## src/rtl/ifq_if.sv

```systemverilog
// ifq_if: fetch-side bus bundle for the instruction fetch queue.
// Carries the icache request/response and the dispatch read/redirect signals.
// master = the fetch queue itself, slave = cache/dispatch environment.
interface ifq_if;
  logic         icache_rd_en;
  logic [31:0]  icache_addr;
  logic [127:0] icache_dout;
  logic         icache_dout_valid;
  logic [31:0]  ifq_inst;
  logic [31:0]  ifq_pc_out;
  logic         ifq_empty;
  logic         ifq_rd_en;
  logic [31:0]  ifq_jump_branch_address;
  logic         ifq_jump_branch_valid;

  modport master (
    output icache_rd_en, icache_addr, ifq_inst, ifq_pc_out, ifq_empty,
    input  icache_dout, icache_dout_valid, ifq_rd_en,
           ifq_jump_branch_address, ifq_jump_branch_valid
  );

  modport slave (
    input  icache_rd_en, icache_addr, ifq_inst, ifq_pc_out, ifq_empty,
    output icache_dout, icache_dout_valid, ifq_rd_en,
           ifq_jump_branch_address, ifq_jump_branch_valid
  );
endinterface

```

## src/rtl/ifq.sv

```systemverilog
// ifq: instruction fetch queue. Fetches 128-bit lines from the icache,
// buffers up to DEPTH lines and hands one 32-bit instruction per cycle to
// dispatch. Dispatch can redirect fetch with a one-cycle jump/branch strobe.
// Optional build macro IFQ_POP_REFILL_EN: a full queue whose head line is
// popping this cycle may accept a new line in the same cycle.
module ifq #(
  parameter int          DEPTH    = 4,
  parameter logic [31:0] RESET_PC = 32'h0000_0000
) (
  input logic  clk,
  input logic  rst,
  ifq_if.master bus
);

  localparam int            AW       = $clog2(DEPTH);
  localparam logic [AW:0]   FULL_CNT = (AW+1)'(DEPTH);

  // fetch PC kept as its line number; the low nibble is always zero
  logic [27:0]   fetch_line;
  logic [127:0]  line_data [DEPTH];
  logic [27:0]   line_tag  [DEPTH];
  logic [AW-1:0] wr_ptr;
  logic [AW-1:0] rd_ptr;
  logic [AW:0]   count;
  logic [1:0]    rd_off;

  logic full;
  logic empty;
  logic wr;
  logic rd;
  logic pop;

  // request / write / read qualification
  always_comb begin
    empty = (count == '0);
`ifdef IFQ_POP_REFILL_EN
    full  = (count == FULL_CNT) && !(bus.ifq_rd_en && rd_off == 2'd3);
`else
    full  = (count == FULL_CNT);
`endif
    bus.icache_rd_en = rst && !full && !bus.ifq_jump_branch_valid;
    wr  = bus.icache_rd_en && bus.icache_dout_valid;
    rd  = bus.ifq_rd_en && !empty;
    pop = rd && (rd_off == 2'd3);
  end

  assign bus.icache_addr = {fetch_line, 4'b0000};

  // head instruction presentation; forced to the idle values during reset
  always_comb begin
    if (!rst || empty) begin
      bus.ifq_empty  = 1'b1;
      bus.ifq_inst   = 32'h0;
      bus.ifq_pc_out = 32'h0;
    end else begin
      bus.ifq_empty  = 1'b0;
      bus.ifq_inst   = line_data[rd_ptr][{rd_off, 5'b00000} +: 32];
      bus.ifq_pc_out = {line_tag[rd_ptr], rd_off, 2'b00} + 32'd4;
    end
  end

  // queue state: reset, then redirect, then normal write/read
  always_ff @(posedge clk) begin
    if (!rst) begin
      fetch_line <= RESET_PC[31:4];
      rd_off     <= RESET_PC[3:2];
      wr_ptr     <= '0;
      rd_ptr     <= '0;
      count      <= '0;
      for (int i = 0; i < DEPTH; i++) begin
        line_data[i] <= '0;
        line_tag[i]  <= '0;
      end
    end else if (bus.ifq_jump_branch_valid) begin
      // the first line fetched after a redirect is entered at the target word
      fetch_line <= bus.ifq_jump_branch_address[31:4];
      rd_off     <= bus.ifq_jump_branch_address[3:2];
      wr_ptr     <= '0;
      rd_ptr     <= '0;
      count      <= '0;
    end else begin
      if (wr) begin
        line_data[wr_ptr] <= bus.icache_dout;
        line_tag[wr_ptr]  <= fetch_line;
        wr_ptr            <= wr_ptr + 1'b1;
        fetch_line        <= fetch_line + 28'd1;
      end
      if (rd) begin
        if (pop) begin
          rd_ptr <= rd_ptr + 1'b1;
          rd_off <= 2'd0;
        end else begin
          rd_off <= rd_off + 2'd1;
        end
      end
      if (wr && !pop)
        count <= count + 1'b1;
      else if (pop && !wr)
        count <= count - 1'b1;
    end
  end

endmodule

```

## src/flat_wrapper.sv

```systemverilog
// flat-port wrapper written by rule: the top's interface ports become plain ports
module ifq_flat 
#(
  parameter int          DEPTH    = 4,
  parameter logic [31:0] RESET_PC = 32'h0000_0000
)
  (clk, rst, bus_icache_rd_en, bus_icache_addr, bus_ifq_inst, bus_ifq_pc_out, bus_ifq_empty, bus_icache_dout, bus_icache_dout_valid, bus_ifq_rd_en, bus_ifq_jump_branch_address, bus_ifq_jump_branch_valid);
  ifq_if bus_i ();
  input logic clk;
  input logic rst;
  output wire logic [$bits(bus_i.icache_rd_en)-1:0] bus_icache_rd_en;
  output wire logic [$bits(bus_i.icache_addr)-1:0] bus_icache_addr;
  output wire logic [$bits(bus_i.ifq_inst)-1:0] bus_ifq_inst;
  output wire logic [$bits(bus_i.ifq_pc_out)-1:0] bus_ifq_pc_out;
  output wire logic [$bits(bus_i.ifq_empty)-1:0] bus_ifq_empty;
  input wire logic [$bits(bus_i.icache_dout)-1:0] bus_icache_dout;
  input wire logic [$bits(bus_i.icache_dout_valid)-1:0] bus_icache_dout_valid;
  input wire logic [$bits(bus_i.ifq_rd_en)-1:0] bus_ifq_rd_en;
  input wire logic [$bits(bus_i.ifq_jump_branch_address)-1:0] bus_ifq_jump_branch_address;
  input wire logic [$bits(bus_i.ifq_jump_branch_valid)-1:0] bus_ifq_jump_branch_valid;
  assign bus_icache_rd_en = bus_i.icache_rd_en;
  assign bus_icache_addr = bus_i.icache_addr;
  assign bus_ifq_inst = bus_i.ifq_inst;
  assign bus_ifq_pc_out = bus_i.ifq_pc_out;
  assign bus_ifq_empty = bus_i.ifq_empty;
  assign bus_i.icache_dout = bus_icache_dout;
  assign bus_i.icache_dout_valid = bus_icache_dout_valid;
  assign bus_i.ifq_rd_en = bus_ifq_rd_en;
  assign bus_i.ifq_jump_branch_address = bus_ifq_jump_branch_address;
  assign bus_i.ifq_jump_branch_valid = bus_ifq_jump_branch_valid;
  ifq #(.DEPTH(DEPTH), .RESET_PC(RESET_PC)) u_core (.clk(clk), .rst(rst), .bus(bus_i));
endmodule
```

## config.mk

```make
export PLATFORM = sky130hd
export DESIGN_NAME = ifq_flat
export DESIGN_NICKNAME = d
export VERILOG_FILES = /design/src/rtl/ifq_if.sv /design/src/rtl/ifq.sv /design/src/flat_wrapper.sv
export SDC_FILE = /design/constraint.sdc
export NUM_CORES = 1
export LEC_CHECK = 0
export CORE_ASPECT_RATIO = 1.4
export CORE_UTILIZATION = 45
export CTS_BUF_LIST = sky130_fd_sc_hd__clkbuf_4 sky130_fd_sc_hd__clkbuf_8 sky130_fd_sc_hd__clkbuf_16
export DETAILED_ROUTE_END_ITERATION = 10
export PLACE_DENSITY = 0.69
export SLEW_MARGIN = 20
export SYNTH_ARGS = -nofsm -noshare
export SYNTH_HDL_FRONTEND = slang
export SYNTH_SLANG_ARGS = --single-unit
export TNS_END_PERCENT = 5
```

## constraint.sdc

```tcl
create_clock -name clk -period 8.4 [get_ports clk]
set_clock_uncertainty 0.1 [all_clocks]
set_input_delay 1.68 -clock clk [delete_from_list [all_inputs] [get_ports clk]]
set_output_delay 1.68 -clock clk [all_outputs]
set_load 0.01 [all_outputs]
```

# Word-level counts from Yosys, hierarchy flattened
# Memory sizes are Yosys's and may differ from the RTL's. A register that Yosys moved wholly into a read port is not among the register bits.
# Index checks and enable logic that the tools add are counted.
dict set report totals {
  reg_bits 37
  mem_bits_rw 624
  elab_cells 65
  memories 2
}
dict set report op_classes {
  add_sub_neg 7
  eq_ne 2
  shifts 1
  n_mux 25
  bitwise 1
  reduce_logical 22
}
# name words word_bits read_ports rd_ports_with_merged_regs write_ports line_no
set mem_list {}
lappend mem_list {u_core.line_data 4 128 1 1 4 ifq.sv:20} ;# logic [127:0] line_data [DEPTH];
lappend mem_list {u_core.line_tag 4 28 1 1 4 ifq.sv:21} ;# logic [27:0] line_tag [DEPTH];
# cell count
set ops {}
lappend ops {{$mux W128} 1}
lappend ops {{$reduce_or A128 Y1} 1}
lappend ops {{$shiftx A128 B8 Y32} 1}
lappend ops {{$mux W28} 3}
lappend ops {{$mux W32} 2}
lappend ops {{$add A32 B3 Y32 const B} 1}
lappend ops {{$add A28 B1 Y28 const B} 1}
lappend ops {{$reduce_or A28 Y1} 1}
lappend ops {{$mux W2} 9}
lappend ops {{$mux W1} 8}
lappend ops {{$logic_and A1 B1 Y1} 7}
lappend ops {{$add A2 B1 Y2 const B} 3}
lappend ops {{$logic_not A1 Y1} 6}
lappend ops {{$mux W3} 2}
lappend ops {{$reduce_bool A2 Y1} 3}
lappend ops {{$add A3 B1 Y3 const B} 1}
lappend ops {{$eq A3 B3 Y1 const B} 1}
lappend ops {{$logic_not A3 Y1} 1}
lappend ops {{$sub A3 B1 Y3 const B} 1}
lappend ops {{$eq A2 B2 Y1 const B} 1}
lappend ops {{$reduce_and A2 Y1} 1}
lappend ops {{$reduce_or A2 Y1} 1}
lappend ops {{$logic_or A1 B1 Y1} 1}
lappend ops {{$not A1 Y1} 1}

# Longest topological paths before layout
dict set report depth {
  depth_word 11
  depth_mapped 12
  ltp_nobuf 9
}

# Least setup slack after synthesis
# Ideal clock, no wire load.
dict set report synth_path {
  path_kind {input port to flip-flop}
  start {in bus_ifq_jump_branch_valid}
  end {mem u_core.line_data[0][0] (enable)}
  setup_ps 543
  t_arrival_ps 6824
  setup_slack_ps 933
  stages 7
  n_path_buf 3
  cell_sequence {clkbuf_1 -> nor2b_1 -> nand3_1 -> clkbuf_1 -> nor3_1 -> clkbuf_1 -> nand2b_1}
}
# element line_no
set synth_rtl {}
lappend synth_rtl {{start, declared} flat_wrapper.sv:20} ;# input wire logic [$bits(bus_i.ifq_jump_branch_valid)-1:0] bus_ifq_jump_branch_valid;
lappend synth_rtl {{end, declared} ifq.sv:20}

# Worst setup path in the final report
dict set report layout_path {
  start {in rst}
  end {out bus_ifq_pc_out[14]}
}
dict set report layout_between {
  elab_chain_cells 3
}
# element line_no
set layout_lines {}
lappend layout_lines {{start, declared} flat_wrapper.sv:10} ;# input logic rst;
lappend layout_lines {{$logic_not A1 Y1} ifq.sv:51} ;# if (!rst || empty) begin
lappend layout_lines {{$logic_or A1 B1 Y1} ifq.sv:51}
lappend layout_lines {{$mux W32} ifq.sv:51}
lappend layout_lines {{end, declared} flat_wrapper.sv:14} ;# output wire logic [$bits(bus_i.ifq_pc_out)-1:0] bus_ifq_pc_out;
# Every way passes these cells.

==> impl_metrics.json <==
{
  "fin_area_um2": 36010,
  "die_area_um2": 69070,
  "cts_max_path_buffers": 3,
  "peakVddDrop_v": 0.0001116,
  "num_rows": 112,
  "area_growth_pct": 17.67,
  "layout-drive-gt1-share_pct": 14.92,
  "antenna_found_initial": 18,
  "ys_ff_latch": 663,
  "setup_viol": 0,
  "cp_max_fo": 36,
  "grt.total_usage_pct": 21.94,
  "place_ws_ns": 1.924,
  "gp_congestion": 0.8320,
  "setup_tns_ns": 0,
  "post-route-drc-count": 0,
  "hold_violations": 0,
  "clkTransAtPathRegs_ns": 0.06,
  "yosysUniqueCellTypes": 59,
  "wl_per_cell_um": 24.30,
  "drv_cap": 0,
  "clockRootBuffer": "clkbuf_16",
  "power_w": 0.007113,
  "cts_buffers": 66,
  "die_h_um": 310.6,
  "worst_pin_slew_ns": 1.070,
  "netlist_area_um2": 30600,
  "synthFlopType": "edfxtp_1",
  "grt_pass1_wl_um": 113300,
  "finalWirelength_um": 75910,
  "grt-ovfl-total": 0,
  "place_area_um2": 33890,
  "cts_resized": 0,
  "max_freq_ghz": 0.1534,
  "avgViaCountPerCell": 5.707,
  "netlist_top_cells_area": "edfxtp_1 (61%), and2_1 (13%), mux4_2 (13%)",
  "power_density_nw_per_um2": 197.5,
  "cellLeakagePower_nw": 12.52,
  "vias": 17830,
  "cp-end-kind": "primary output",
  "postCtsSetupBuffers": 0,
  "post-route-min-period_ns": 6.521,
  "whs_ns": 0.4333,
  "cp.required_ns": 6.62,
  "io_pins": 263,
  "clk_latency_ns": 0.59,
  "status": "finished, final reports clean",
  "yosys.area.top_type": "edfxtp_1",
  "synth.most_common_cell": "and2_1",
  "cp-start-kind": "input port",
  "min_path_type": "reg -> reg",
  "grt_start_max_net_pins": 87,
  "htreeDepth": 3,
  "core-area_um2": 66980,
  "holdBufCountCts": 0,
  "dieWidth_um": 222.4,
  "place_hpwl_um": 42890,
  "yosysWarnings": 0,
  "period_share_pct": 77.63,
  "firstDrtPassIters": 5,
  "post_synth.cell_area_avg_um2": 15.27,
  "synth_seq_area_share_pct": 63.78,
  "initial_core_util_pct": 45.69,
  "async_reset_ff_share_pct": 0,
  "fin_ws_ns": 1.879,
  "max_slew_margin_pct": 28.65,
  "crit_type": "in -> out",
  "drv_slew": 0,
  "first_global_vias": 18810,
  "rsz0062_at_grt": "false",
  "ant_nets": 0,
  "layout.nets": 2378,
  "cts_sinks": 663,
  "synth_top_area_share_pct": 61.23,
  "synth-edff-count": 624,
  "drtIter0Drc": 1379,
  "cts_tree": "done",
  "synth_commonest_cells": "and2_1 (644), edfxtp_1 (624), mux4_2 (174)",
  "synth_cells": 2004,
  "crit_arrival_ns": 4.74,
  "place.port_buffers": 254
}
-- routing by layer --
layer / GRT usage, % / routed length [um]
met5: 0 / 78
met4: 9.342 / 2386
met3: 4.085 / 4565
met2: 38.08 / 39150
met1: 26.73 / 29730
-- kinds of logic after synthesis --
group | after synthesis | share of synthesized area (%)
muxes | 200 | 14.42
xor gates and xnor gates | 19 | 0.5438
buffers and inverters | 171 | 2.535
other | 1 | 0.01225
and+or+nand+nor | 851 | 16.65
DFF | 663 | 63.78
AOI/OAI and AO/OA | 95 | 1.868
adders and majority gates | 4 | 0.1881
-- cells in the final DEF (no fill, tap or decap), types with 7 or more instances in the layout --
cell type,count
nor2_1,49
diode_2,11
xor2_1,14
clkinv_2,15
nand2_1,46
a21oi_1,40
clkinv_1,15
mux4_1,14
edfxtp_1,624
and2_1,643
buf_4,25
nor3_1,7
clkdlybuf4s50_1,254
o21ai_0,21
clkbuf_4,7
nor4_1,19
mux4_2,174
nand3_1,18
clkbuf_16,68
inv_1,14
dfxtp_1,35
or3_1,11
or4_1,8
nand4_1,20
-- report_power, final --
part           internal, W  switching, W  total [W]
clock network      0.00158       0.00126    0.00284
logic             0.000216      0.000244   0.000460
registers          0.00376     0.0000571    0.00381
total              0.00556       0.00156    0.00711
-- registers in the layout (all words and copies together) (netlist names), named ones only --
name	cells
u_core.wr_ptr	2
u_core.rd_ptr	2
u_core.count	3
u_core.rd_off	2
u_core.line_data	512
u_core.fetch_line	28
u_core.line_tag	112
-- area by class of cell --
type | instances | area (um2)
timing repair buffer | 286 | 2878
sequential | 663 | 19530
multi-input combinational | 1175 | 10390
antenna | 11 | 27.53
fill | 5472 | 30970
inverter | 17 | 66.31
clock inverter | 41 | 285.3
tap | 855 | 1070
clock buffer | 76 | 1768
-- through the flow --
stage	utilization, %	cells
floorplan	-	2009
global placement	50.60	2995
detailed placement	50.60	2995
CTS	53.66	3112
global route	53.76	3123
finish	53.76	3124
-- critical path, cell delays in order --
cell and delay [ns]:
clkdlybuf4s50_1 1.04, and2_2 0.28, buf_4 0.45, inv_1 0.11
or4_1 0.53, nand2_1 0.09, clkdlybuf4s50_1 0.55
-- worst paths after layout --
kind | cells past startpoint | end | from | slack, ns
min reg2reg | 2 | u_core.count[2] | u_core.count[2] | 0.43
min | 2 | u_core.count[2] | u_core.count[2] | 0.43
max | 7 | bus_ifq_pc_out[14] | rst | 1.88
max reg2reg | 6 | u_core.line_data[2][0] | u_core.count[0] | 4.93
Note: power is estimated with default switching activity, not from simulation.
==> patch (config.mk and constraints unchanged) <==
`DEPTH` is set to 4 in 2 places; all go to 8.
--- a/src/rtl/ifq.sv
+++ b/src/rtl/ifq.sv
@@ -4,7 +4,7 @@
 // Optional build macro IFQ_POP_REFILL_EN: a full queue whose head line is
 // popping this cycle may accept a new line in the same cycle.
 module ifq #(
-  parameter int          DEPTH    = 4,
+  parameter int          DEPTH    = 8,
   parameter logic [31:0] RESET_PC = 32'h0000_0000
 ) (
   input logic  clk,
--- a/src/flat_wrapper.sv
+++ b/src/flat_wrapper.sv
@@ -1,7 +1,7 @@
 // flat-port wrapper written by rule: the top's interface ports become plain ports
 module ifq_flat 
 #(
-  parameter int          DEPTH    = 4,
+  parameter int          DEPTH    = 8,
   parameter logic [31:0] RESET_PC = 32'h0000_0000
 )
   (clk, rst, bus_icache_rd_en, bus_icache_addr, bus_ifq_inst, bus_ifq_pc_out, bus_ifq_empty, bus_icache_dout, bus_icache_dout_valid, bus_ifq_rd_en, bus_ifq_jump_branch_address, bus_ifq_jump_branch_valid);
Behaviour: no difference found for any inputs over 4 cycles, from zero or initial values and one cycle with rst low; that may be too few to reach the edited logic, so the function may still have changed.
==> patch against the original RTL <==
Combinational power up 65%; sequential cell count up 628; total power up 93%; setup slack worse by 0.46 ns; fmax down 6.6%; routed wire length up 100%; final area up 87%; sequential power up 93%; synthesized area up 92%; register-to-register slack better by 0.05 ns; count of clock-buffer cells in the layout up 81; clock power up 96%; largest cell class unchanged; largest power group unchanged; highest routed layer unchanged.
==> patch: results <==
logic_synthesis:
  synth_seq_area_share_pct: 65.21
  syn_inst: 3676
  asyncSetResetFlopFracSynth_pct: 0
  synthesis.yosys.warnings: 0
  synth-main-ff-cell: "edfxtp_1"
  netlist-cell-type-count: 56
  synth.top_cells.by_count: "edfxtp_1, and2_1, mux4_2"
  synthTopCellsByArea: "edfxtp_1, mux4_2, and2_1, dfxtp_1, clkbuf_1"
  synth_edf_count: 1248
global_routing:
  grt_start_max_net_pins: 157
  grtUsageTotal_pct: 23.58
  first_global_vias: 34200
  grt_pass1_wl_microns: 227200
  number_of_antenna_violations_at_the_first_check_in_global_routing: 34
clock_network:
  h-tree-depth: 3
  post_cts_resize_count: 0
  clk_root_buffer_cell: "clkbuf_16"
  clockBufferDepth: 3
  cts.repair_timing.setup_buffer_count: 0
  clk_latency_ns: 0.74
  cts_inserted_buffers: 120
  clk_transition_reported_paths_ns: 0.06
setup_path:
  r2r.worst_path.cells: 10
  worst_ep_arrival_time_ns: 5.20
  critical_path_peak_fanout: 53
routing:
  routed_wire_length_per_instance_microns: 27.29
  detail_route.wirelength_microns: 155000
  drt_first_pass_iters: 5
  via_count: 32540
  drt_iter0_markers: 2911
sta:
  worst_slew_margin_rel_pct: 27.66
layout:
  share_of_final_layout_standard_cells_stronger_than_drive_strength_1_pct: 16.53
  reg_top3: "u_core.line_data x1024, u_core.line_tag x224, u_core.fetch_line x28"
  final_nets: 4006
power_and_ir_drop:
  cellLeakagePower_nw: 23.35
  irDropWorstVdd_uv: 182.5
  internal_power_mw: 10.73
placement:
  port_buffer_count: 254
  hpwl_microns: 83150
  dpl.cell_count: 5449
  routabilityCongestion: 0.7966
hold_path:
  hold_path.class: "register to register"
  hold_path_depth: 2
outcome:
  run_status: "finished, final reports clean"
## patch: changes by cell type after synthesis, moves of 17 or more
cell      delta
xnor2_1     +17
mux4_2     +175
and2_1     +583
mux2i_1     +55
edfxtp_1   +624
nor3_1      +26
a21oi_1     -18
buf_2       +32
nor2_1      +71
clkbuf_1    +86
## patch: cell type report
class	count	area [sq um]
Antenna cell	9	22.52
Clock buffer	157	3388
Fill cell	10362	61990
Multi-Input combinational cell	2095	19360
Inverter	12	45.04
Tap cell	1738	2175
Timing Repair Buffer	313	3448
Clock inverter	64	634.4
Sequential cell	1291	38350
## patch: final timing paths
kind | startpoint | end | slack, ns
min reg2reg | u_core.rd_ptr[1]$_SDFFE_PP0P_ | register | 0.38
min | u_core.rd_ptr[1]$_SDFFE_PP0P_ | register | 0.38
max | register | bus_ifq_pc_out[25] | 1.42
max reg2reg | u_core.count[0]$_SDFFE_PP0P_ | u_core.line_data[4][10]$_SDFFCE_PN0P_ | 4.98
## patch: cell families (layout without fill, tap and decap cells)
group / count (synthesis) / count (layout) / synth area share, %
DFF: 1291 / 1291 / 65.21
AOI/OAI and AO/OA: 90 / 90 / 0.9790
xor gates and xnor gates: 35 / 35 / 0.5214
adders and majority gates: 8 / 8 / 0.1830
and+or+nand+nor: 1519 / 1519 / 15.47
buffers and inverters: 295 / 546 / 2.116
other: 1 / 15 / 0.006379
muxes: 437 / 437 / 15.52
## patch: power groups by stage
stage | Clock (mW) | Sequential, mW | Combinational [mW]
6_report | 5.56 | 7.37 | 0.761
5_1_grt | 5.85 | 7.39 | 0.801
4_1_cts | 5.64 | 7.37 | 0.771
3_5_place_dp | 0 | 7.51 | 0.768
3_3_place_gp | 0 | 7.49 | 0.765
2_1_floorplan | 0 | 7.52 | 0.368
## patch: critical path: stages (launching register included)
cell             delay (ns)
dfxtp_4                0.97
buf_4                  0.80
nor2b_1                0.15
a22o_1                 0.27
nor3_1                 0.47
nor4b_4                0.68
nand4_1                0.19
xnor2_1                0.17
nor2_1                 0.13
clkdlybuf4s50_1        0.57
## patch: routing by layer
layer	share of wire (%)	global-route usage (%)	vias up
li1	-	-	14016
met1	39	30.36	16964
met2	51	40.54	1279
met3	6.9	4.000	247
met4	2.9	7.569	34
met5	0.15	0	-
## patch: metrics by stage
step	setup TNS (ns)	hold WS, ns	utilization (%)	setup slack (ns)	area (sq um)
floorplan	-925.88	0.3541	-	-1.978	58810
global placement	0	0.3690	48.98	2.112	63380
detailed placement	0	0.3798	48.98	2.155	63380
CTS	0	0.3824	52.08	1.311	67400
global route	0	0.4135	52.10	1.120	67420
finish	0	0.3808	52.10	1.418	67420
